--- src/rtl/wb_arbiter_if.sv ---
`default_nettype none
// ============================================================================
// Module      : wb_arbiter_if
// Description : Writeback request, register-file write and bypass signals
//               shared between the writeback arbiter and its neighbours.
// Revision    : 1.0 - initial release
// ============================================================================
interface wb_arbiter_if;
    logic        a_valid;
    logic [4:0]  a_rd;
    logic [31:0] a_data;
    logic        a_ready;

    logic        l_valid;
    logic [4:0]  l_rd;
    logic [31:0] l_data;
    logic        l_ready;

    logic        rf_we;
    logic [4:0]  rf_wR;
    logic [31:0] rf_wD;

    logic [4:0]  q_rs1;
    logic [4:0]  q_rs2;
    logic        fwd_hit1;
    logic        fwd_hit2;
    logic [31:0] fwd_data1;
    logic [31:0] fwd_data2;

    // Arbiter side
    modport slave (
        input  a_valid, a_rd, a_data, l_valid, l_rd, l_data, q_rs1, q_rs2,
        output a_ready, l_ready, rf_we, rf_wR, rf_wD,
               fwd_hit1, fwd_hit2, fwd_data1, fwd_data2
    );

    // Requesters / register-file side
    modport master (
        output a_valid, a_rd, a_data, l_valid, l_rd, l_data, q_rs1, q_rs2,
        input  a_ready, l_ready, rf_we, rf_wR, rf_wD,
               fwd_hit1, fwd_hit2, fwd_data1, fwd_data2
    );
endinterface
`default_nettype wire

--- src/rtl/wb_arbiter.sv ---
`default_nettype none
// ============================================================================
// Module      : wb_arbiter
// Description : Round-robin arbiter between ALU and load-unit writeback,
//               registered RF write port, optional read bypass (WB_FWD_EN).
// Revision    : 1.0 - initial release
// ============================================================================
module wb_arbiter (
    input  wire logic   cpu_clk,
    input  wire logic   cpu_rst_n,
    wb_arbiter_if.slave bus
);

    typedef enum logic [0:0] {
        GRANT_ALU  = 1'b0,
        GRANT_LOAD = 1'b1
    } grant_e;

    grant_e      r_last_grant;
    grant_e      w_last_grant_nxt;
    logic        w_contested;
    logic        w_a_gnt;
    logic        w_l_gnt;

    logic        r_rf_we;
    logic [4:0]  r_rf_wR;
    logic [31:0] r_rf_wD;
    logic        w_rf_we_nxt;
    logic [4:0]  w_rf_wR_nxt;
    logic [31:0] w_rf_wD_nxt;

    always_ff @(posedge cpu_clk or negedge cpu_rst_n) begin
        if (!cpu_rst_n) begin
            r_last_grant <= GRANT_ALU;
            r_rf_we      <= 1'b0;
            r_rf_wR      <= 5'd0;
            r_rf_wD      <= 32'd0;
        end else begin
            r_last_grant <= w_last_grant_nxt;
            r_rf_we      <= w_rf_we_nxt;
            r_rf_wR      <= w_rf_wR_nxt;
            r_rf_wD      <= w_rf_wD_nxt;
        end
    end

    always_comb begin
        w_contested      = bus.a_valid && bus.l_valid;
        w_a_gnt          = 1'b0;
        w_l_gnt          = 1'b0;
        w_last_grant_nxt = r_last_grant;
        w_rf_we_nxt      = 1'b0;
        w_rf_wR_nxt      = r_rf_wR;
        w_rf_wD_nxt      = r_rf_wD;

        // Readies stay low while reset is held so no transfer can occur.
        if (cpu_rst_n) begin
            if (w_contested) begin
                if (r_last_grant == GRANT_ALU) begin
                    w_l_gnt          = 1'b1;
                    w_last_grant_nxt = GRANT_LOAD;
                end else begin
                    w_a_gnt          = 1'b1;
                    w_last_grant_nxt = GRANT_ALU;
                end
            end else begin
                w_a_gnt = bus.a_valid;
                w_l_gnt = bus.l_valid;
            end
        end

        // x0 writes complete the handshake but never reach the register file.
        if (w_a_gnt && (bus.a_rd != 5'd0)) begin
            w_rf_we_nxt = 1'b1;
            w_rf_wR_nxt = bus.a_rd;
            w_rf_wD_nxt = bus.a_data;
        end else if (w_l_gnt && (bus.l_rd != 5'd0)) begin
            w_rf_we_nxt = 1'b1;
            w_rf_wR_nxt = bus.l_rd;
            w_rf_wD_nxt = bus.l_data;
        end
    end

    assign bus.a_ready = w_a_gnt;
    assign bus.l_ready = w_l_gnt;
    assign bus.rf_we   = r_rf_we;
    assign bus.rf_wR   = r_rf_wR;
    assign bus.rf_wD   = r_rf_wD;

`ifdef WB_FWD_EN
    logic        r_fwd_hit1;
    logic        r_fwd_hit2;
    logic [31:0] r_fwd_data1;
    logic [31:0] r_fwd_data2;

    // Catches reads issued in the same cycle the RF commits the write.
    always_ff @(posedge cpu_clk or negedge cpu_rst_n) begin
        if (!cpu_rst_n) begin
            r_fwd_hit1  <= 1'b0;
            r_fwd_hit2  <= 1'b0;
            r_fwd_data1 <= 32'd0;
            r_fwd_data2 <= 32'd0;
        end else begin
            r_fwd_hit1  <= r_rf_we && (r_rf_wR == bus.q_rs1) && (bus.q_rs1 != 5'd0);
            r_fwd_hit2  <= r_rf_we && (r_rf_wR == bus.q_rs2) && (bus.q_rs2 != 5'd0);
            r_fwd_data1 <= r_rf_wD;
            r_fwd_data2 <= r_rf_wD;
        end
    end

    assign bus.fwd_hit1  = r_fwd_hit1;
    assign bus.fwd_hit2  = r_fwd_hit2;
    assign bus.fwd_data1 = r_fwd_data1;
    assign bus.fwd_data2 = r_fwd_data2;
`else
    logic w_unused_q_rs;

    assign w_unused_q_rs = ^{bus.q_rs1, bus.q_rs2};
    assign bus.fwd_hit1  = 1'b0;
    assign bus.fwd_hit2  = 1'b0;
    assign bus.fwd_data1 = 32'd0;
    assign bus.fwd_data2 = 32'd0;
`endif

endmodule
`default_nettype wire

--- src/flat_wrapper.sv ---
// flat-port wrapper written by rule: the top's interface ports become plain ports
module wb_arbiter_flat 
  (cpu_clk, cpu_rst_n, bus_a_valid, bus_a_rd, bus_a_data, bus_l_valid, bus_l_rd, bus_l_data, bus_q_rs1, bus_q_rs2, bus_a_ready, bus_l_ready, bus_rf_we, bus_rf_wR, bus_rf_wD, bus_fwd_hit1, bus_fwd_hit2, bus_fwd_data1, bus_fwd_data2);
  wb_arbiter_if bus_i ();
  input  wire logic cpu_clk;
  input  wire logic cpu_rst_n;
  input wire logic [$bits(bus_i.a_valid)-1:0] bus_a_valid;
  input wire logic [$bits(bus_i.a_rd)-1:0] bus_a_rd;
  input wire logic [$bits(bus_i.a_data)-1:0] bus_a_data;
  input wire logic [$bits(bus_i.l_valid)-1:0] bus_l_valid;
  input wire logic [$bits(bus_i.l_rd)-1:0] bus_l_rd;
  input wire logic [$bits(bus_i.l_data)-1:0] bus_l_data;
  input wire logic [$bits(bus_i.q_rs1)-1:0] bus_q_rs1;
  input wire logic [$bits(bus_i.q_rs2)-1:0] bus_q_rs2;
  output wire logic [$bits(bus_i.a_ready)-1:0] bus_a_ready;
  output wire logic [$bits(bus_i.l_ready)-1:0] bus_l_ready;
  output wire logic [$bits(bus_i.rf_we)-1:0] bus_rf_we;
  output wire logic [$bits(bus_i.rf_wR)-1:0] bus_rf_wR;
  output wire logic [$bits(bus_i.rf_wD)-1:0] bus_rf_wD;
  output wire logic [$bits(bus_i.fwd_hit1)-1:0] bus_fwd_hit1;
  output wire logic [$bits(bus_i.fwd_hit2)-1:0] bus_fwd_hit2;
  output wire logic [$bits(bus_i.fwd_data1)-1:0] bus_fwd_data1;
  output wire logic [$bits(bus_i.fwd_data2)-1:0] bus_fwd_data2;
  assign bus_i.a_valid = bus_a_valid;
  assign bus_i.a_rd = bus_a_rd;
  assign bus_i.a_data = bus_a_data;
  assign bus_i.l_valid = bus_l_valid;
  assign bus_i.l_rd = bus_l_rd;
  assign bus_i.l_data = bus_l_data;
  assign bus_i.q_rs1 = bus_q_rs1;
  assign bus_i.q_rs2 = bus_q_rs2;
  assign bus_a_ready = bus_i.a_ready;
  assign bus_l_ready = bus_i.l_ready;
  assign bus_rf_we = bus_i.rf_we;
  assign bus_rf_wR = bus_i.rf_wR;
  assign bus_rf_wD = bus_i.rf_wD;
  assign bus_fwd_hit1 = bus_i.fwd_hit1;
  assign bus_fwd_hit2 = bus_i.fwd_hit2;
  assign bus_fwd_data1 = bus_i.fwd_data1;
  assign bus_fwd_data2 = bus_i.fwd_data2;
  wb_arbiter u_core (.cpu_clk(cpu_clk), .cpu_rst_n(cpu_rst_n), .bus(bus_i));
endmodule
--- config.mk ---
export PLATFORM = sky130hd
export DESIGN_NAME = wb_arbiter_flat
export DESIGN_NICKNAME = d
export VERILOG_FILES = /design/src/rtl/wb_arbiter_if.sv /design/src/rtl/wb_arbiter.sv /design/src/flat_wrapper.sv
export SDC_FILE = /design/constraint.sdc
export NUM_CORES = 1
export LEC_CHECK = 0
export BUFFER_PORTS_ARGS = -buffer_cell sky130_fd_sc_hd__buf_4
export CORE_ASPECT_RATIO = 0.5
export CORE_MARGIN = 2
export CORE_UTILIZATION = 36
export CTS_CLUSTER_DIAMETER = 200
export DETAILED_ROUTE_END_ITERATION = 8
export PLACE_DENSITY = 0.74
export SLEW_MARGIN = 20
export SYNTH_ARGS = -nofsm -noshare
export SYNTH_HDL_FRONTEND = slang
export SYNTH_SLANG_ARGS = --single-unit
--- constraint.sdc ---
create_clock -name cpu_clk -period 1.6 [get_ports cpu_clk]
set_clock_uncertainty 0.15 [all_clocks]
set_input_delay 0.16 -clock cpu_clk [delete_from_list [all_inputs] [get_ports cpu_clk]]
set_output_delay 0.16 -clock cpu_clk [all_outputs]
set_load 0.01 [all_outputs]
==> impl_metrics.py <==
metrics = {
    "worst_hold_path": {
        "min_from": "bus_a_data[27]",
        "worstHoldPathType": "input pin to flip-flop",
    },
    "die": {
        "die_h_um": 62.4,
        "io_pins": 194,
        "fp.dieArea_um2": 7540,
        "core_um2": 6650,
        "rows": 21,
        "initial_core_util_pct": 36.9,
        "die_w_um": 121,
    },
    "placed_design": {
        "gp_congestion": 0.797,
        "dp_hpwl_um": 5170,
        "io_buffers": 117,
    },
    "logic_synthesis": {
        "postSynthCellCount": 286,
        "yosysWarnings": 0,
        "synthXorXnorAreaFrac_pct": 0.357,
        "synth-adder-area-share_pct": 0,
        "synth-compound-area-share_pct": 25.9,
        "synth_ff_type": "dfrtp_1",
        "netlist_area_um2": 2460,
        "yosysTopAreaCellShare_pct": 39.7,
        "synth_most_common_cell": "buf_4",
        "synth_commonest_cells": "buf_4, dfrtp_1, nor2_1",
        "synth_edf_count": 0,
        "synthArstFlopShare_pct": 100,
        "muxShareOfSynthArea_pct": 0.611,
        "avgSynthCellArea_um2": 8.59,
        "yosys-top-cells-area": "dfrtp_1, buf_4, a31oi_1",
        "yosys.area_share.simple_pct": 7.90,
        "ys_types": 34,
        "yosysSeqAreaShare_pct": 39.7,
        "ys_ff_latch": 39,
        "synth_top_family_by_area": "compound AO/OA/AOI/OAI gates",
        "yosysTopAreaCell": "dfrtp_1",
    },
    "routing": {
        "wire_per_inst_um": 14.5,
        "vias": 2495,
        "drtAntennaViolNets": 0,
        "routed_via_density": 4.70,
        "drtIter0Drc": 190,
        "wl_um": 7680,
        "drt_pass1_iterations": 4,
        "drc": 0,
    },
    "sta": {
        "period_needed_ns": 1.60,
        "finalMaxSlewViolations": 0,
        "period_share_pct": 99.8,
        "finalSetupTns_ns": 0,
        "whs_ns": -0.0190,
        "hold_viol": 3,
        "rsz0062_at_grt": "yes",
        "fmax_mhz": 626,
        "setup_viol": 0,
    },
    "cts": {
        "cts_made_buffers": 5,
        "cts_buffer_depth": 2,
        "clock_latency_ns": 0.27,
        "root_buffer": "clkbuf_16",
        "cts_tree": "yes",
        "htreeDepth": 2,
        "cts_sinks": 39,
        "cts.clk_slew.worst_paths_ns": 0.06,
    },
    "setup_path": {
        "path_buf_inv": 2,
        "crit_path_top_delay_cell": "or4_4",
        "startpoint": "bus_a_rd[1]",
        "cp-start-kind": "input pin",
        "arrival_ns": 1.60,
        "path_max_fanout": 25,
        "worstPathCellList": "buf_4 -> or4_4 -> o2111a_2 -> buf_12 -> a31oi_1 -> a21oi_1",
        "critPathTopFamily": "compound AO/OA/AOI/OAI gates",
        "cp.required_ns": 1.61,
        "path_class": "input pin to flip-flop",
        "rr_startpoint": "u_core.r_last_grant",
        "cpPeakStageDelay_ns": 0.56,
        "cp-end-kind": "flip-flop",
    },
    "final_layout": {
        "drive_gt1_share_pct": 38.0,
        "post-route-util_pct": 57.5,
        "final_nets": 526,
        "area_growth_pct": 55.7,
        "diodes": 0,
        "fillers": 586,
    },
    "outcome": {
        "violations": "hold timing",
        "status": "finished with violations",
    },
    "power_and_ir_drop": {
        "power_density_nw_per_um2": 1170,
        "p_leak_nw": 1.85,
        "peakVddDrop_v": 0.000503,
    },
    "job": {
        "maxCapViolations": 0,
    },
    "grt": {
        "track_usage_pct": 18.9,
        "gr-total-overflow": 0,
        "grt_pass1_wl_um": 11300,
        "grt_max_degree": 26,
        "grt_pass1_vias": 2342,
        "antenna_found_initial": 0,
    },
}
## area by class of cell
type / instances / area [um^2] / share of cell area, %
clock inverter: 2 / 35.0 / 0.916
sequential: 39 / 976 / 25.5
tap: 92 / 115 / 3.01
multi-input combinational: 221 / 1180 / 30.9
clock buffer: 6 / 139 / 3.63
inverter: 4 / 17.5 / 0.458
timing repair buffer: 167 / 1360 / 35.5
## routing by layer
layer / routed length [um] / share of wire (%) / global-route usage (%) / vias up
li1: - / - / - / 1175
met1: 3070 / 40 / 23.5 / 1185
met2: 3990 / 52 / 32.8 / 123
met3: 469 / 6.1 / 3.56 / 12
met4: 147 / 1.9 / 6.98 / 0
met5: 0 / 0 / 0 / -
## cells in the final DEF (no fill, tap or decap), drive strengths merged, types with 3 or more instances in the layout
cell / synthesis / final
a21oi: 32 / 32
a31oi: 32 / 32
buf: 75 / 143
clkbuf: 12 / 6
conb: 1 / 66
dfrtp: 39 / 39
dlygate4sd3: 0 / 24
inv: 4 / 4
nand2: 3 / 3
nor2: 33 / 33
o21ai: 35 / 35
## repair_timing
action,CTS,global route
hold buffers,24,0
pin swaps,0,2
gates resized for setup,2,13
setup buffers,3,1
endpoints found under the setup margin,2,22
hold endpoints to repair,62,0
## tightest hold or removal path: stages
cell and delay (ns):
buf_4 0.08, nor2_1 0.04, a21oi_2 0.09
## stage by stage
| step | power (W) | instance area (um^2) | instances | setup slack [ns] | hold WS [ns] |
|---|---|---|---|---|---|
| floorplan | 0.00239 | 2710 | 351 | -0.0817 | -0.286 |
| global placement | 0.00315 | 3300 | 496 | -0.213 | 0.0334 |
| detailed placement | 0.00318 | 3300 | 496 | -0.226 | 0.0369 |
| CTS | 0.00442 | 3740 | 530 | 0.00279 | 0.00180 |
| global route | 0.00473 | 3820 | 531 | -0.0449 | 0.00430 |
| finish | 0.00447 | 3820 | 531 | 0.00315 | -0.0190 |
## power by group
part | switching (W) | total [W] | internal (W)
logic | 0.000875 | 0.00182 | 0.000948
clock network | 0.000373 | 0.00115 | 0.000775
registers | 0.000182 | 0.00150 | 0.00132
total | 0.00143 | 0.00447 | 0.00304
## cells by family after synthesis
family | after synthesis
AOI/OAI and AO/OA | 108
buffers and inverters | 91
and+or+nand+nor | 45
DFF | 39
xor gates and xnor gates | 1
muxes | 1
other | 1
## flip-flops by register name, summed over array words and instances, names as in the netlist
name,count
u_core.bus.rf_wD,32
u_core.bus.rf_wR,5
u_core.bus.rf_we,1
u_core.r_last_grant,1
## path summary, 6_finish.rpt
kind                                        end  slack [ns]  cells after the start
setup / recovery            u_core.bus.rf_wD[7]       0.003                      6
hold / removal             u_core.bus.rf_wD[27]       -0.02                      3
setup reg to reg            u_core.bus.rf_wD[7]        0.04                      6
hold reg to reg             u_core.bus.rf_wR[1]        0.38                      2
max in group asynchronous   u_core.r_last_grant        0.67                      3
min in group asynchronous  u_core.bus.rf_wD[11]        0.42                      3
Power figures use the tool's default switching activity.
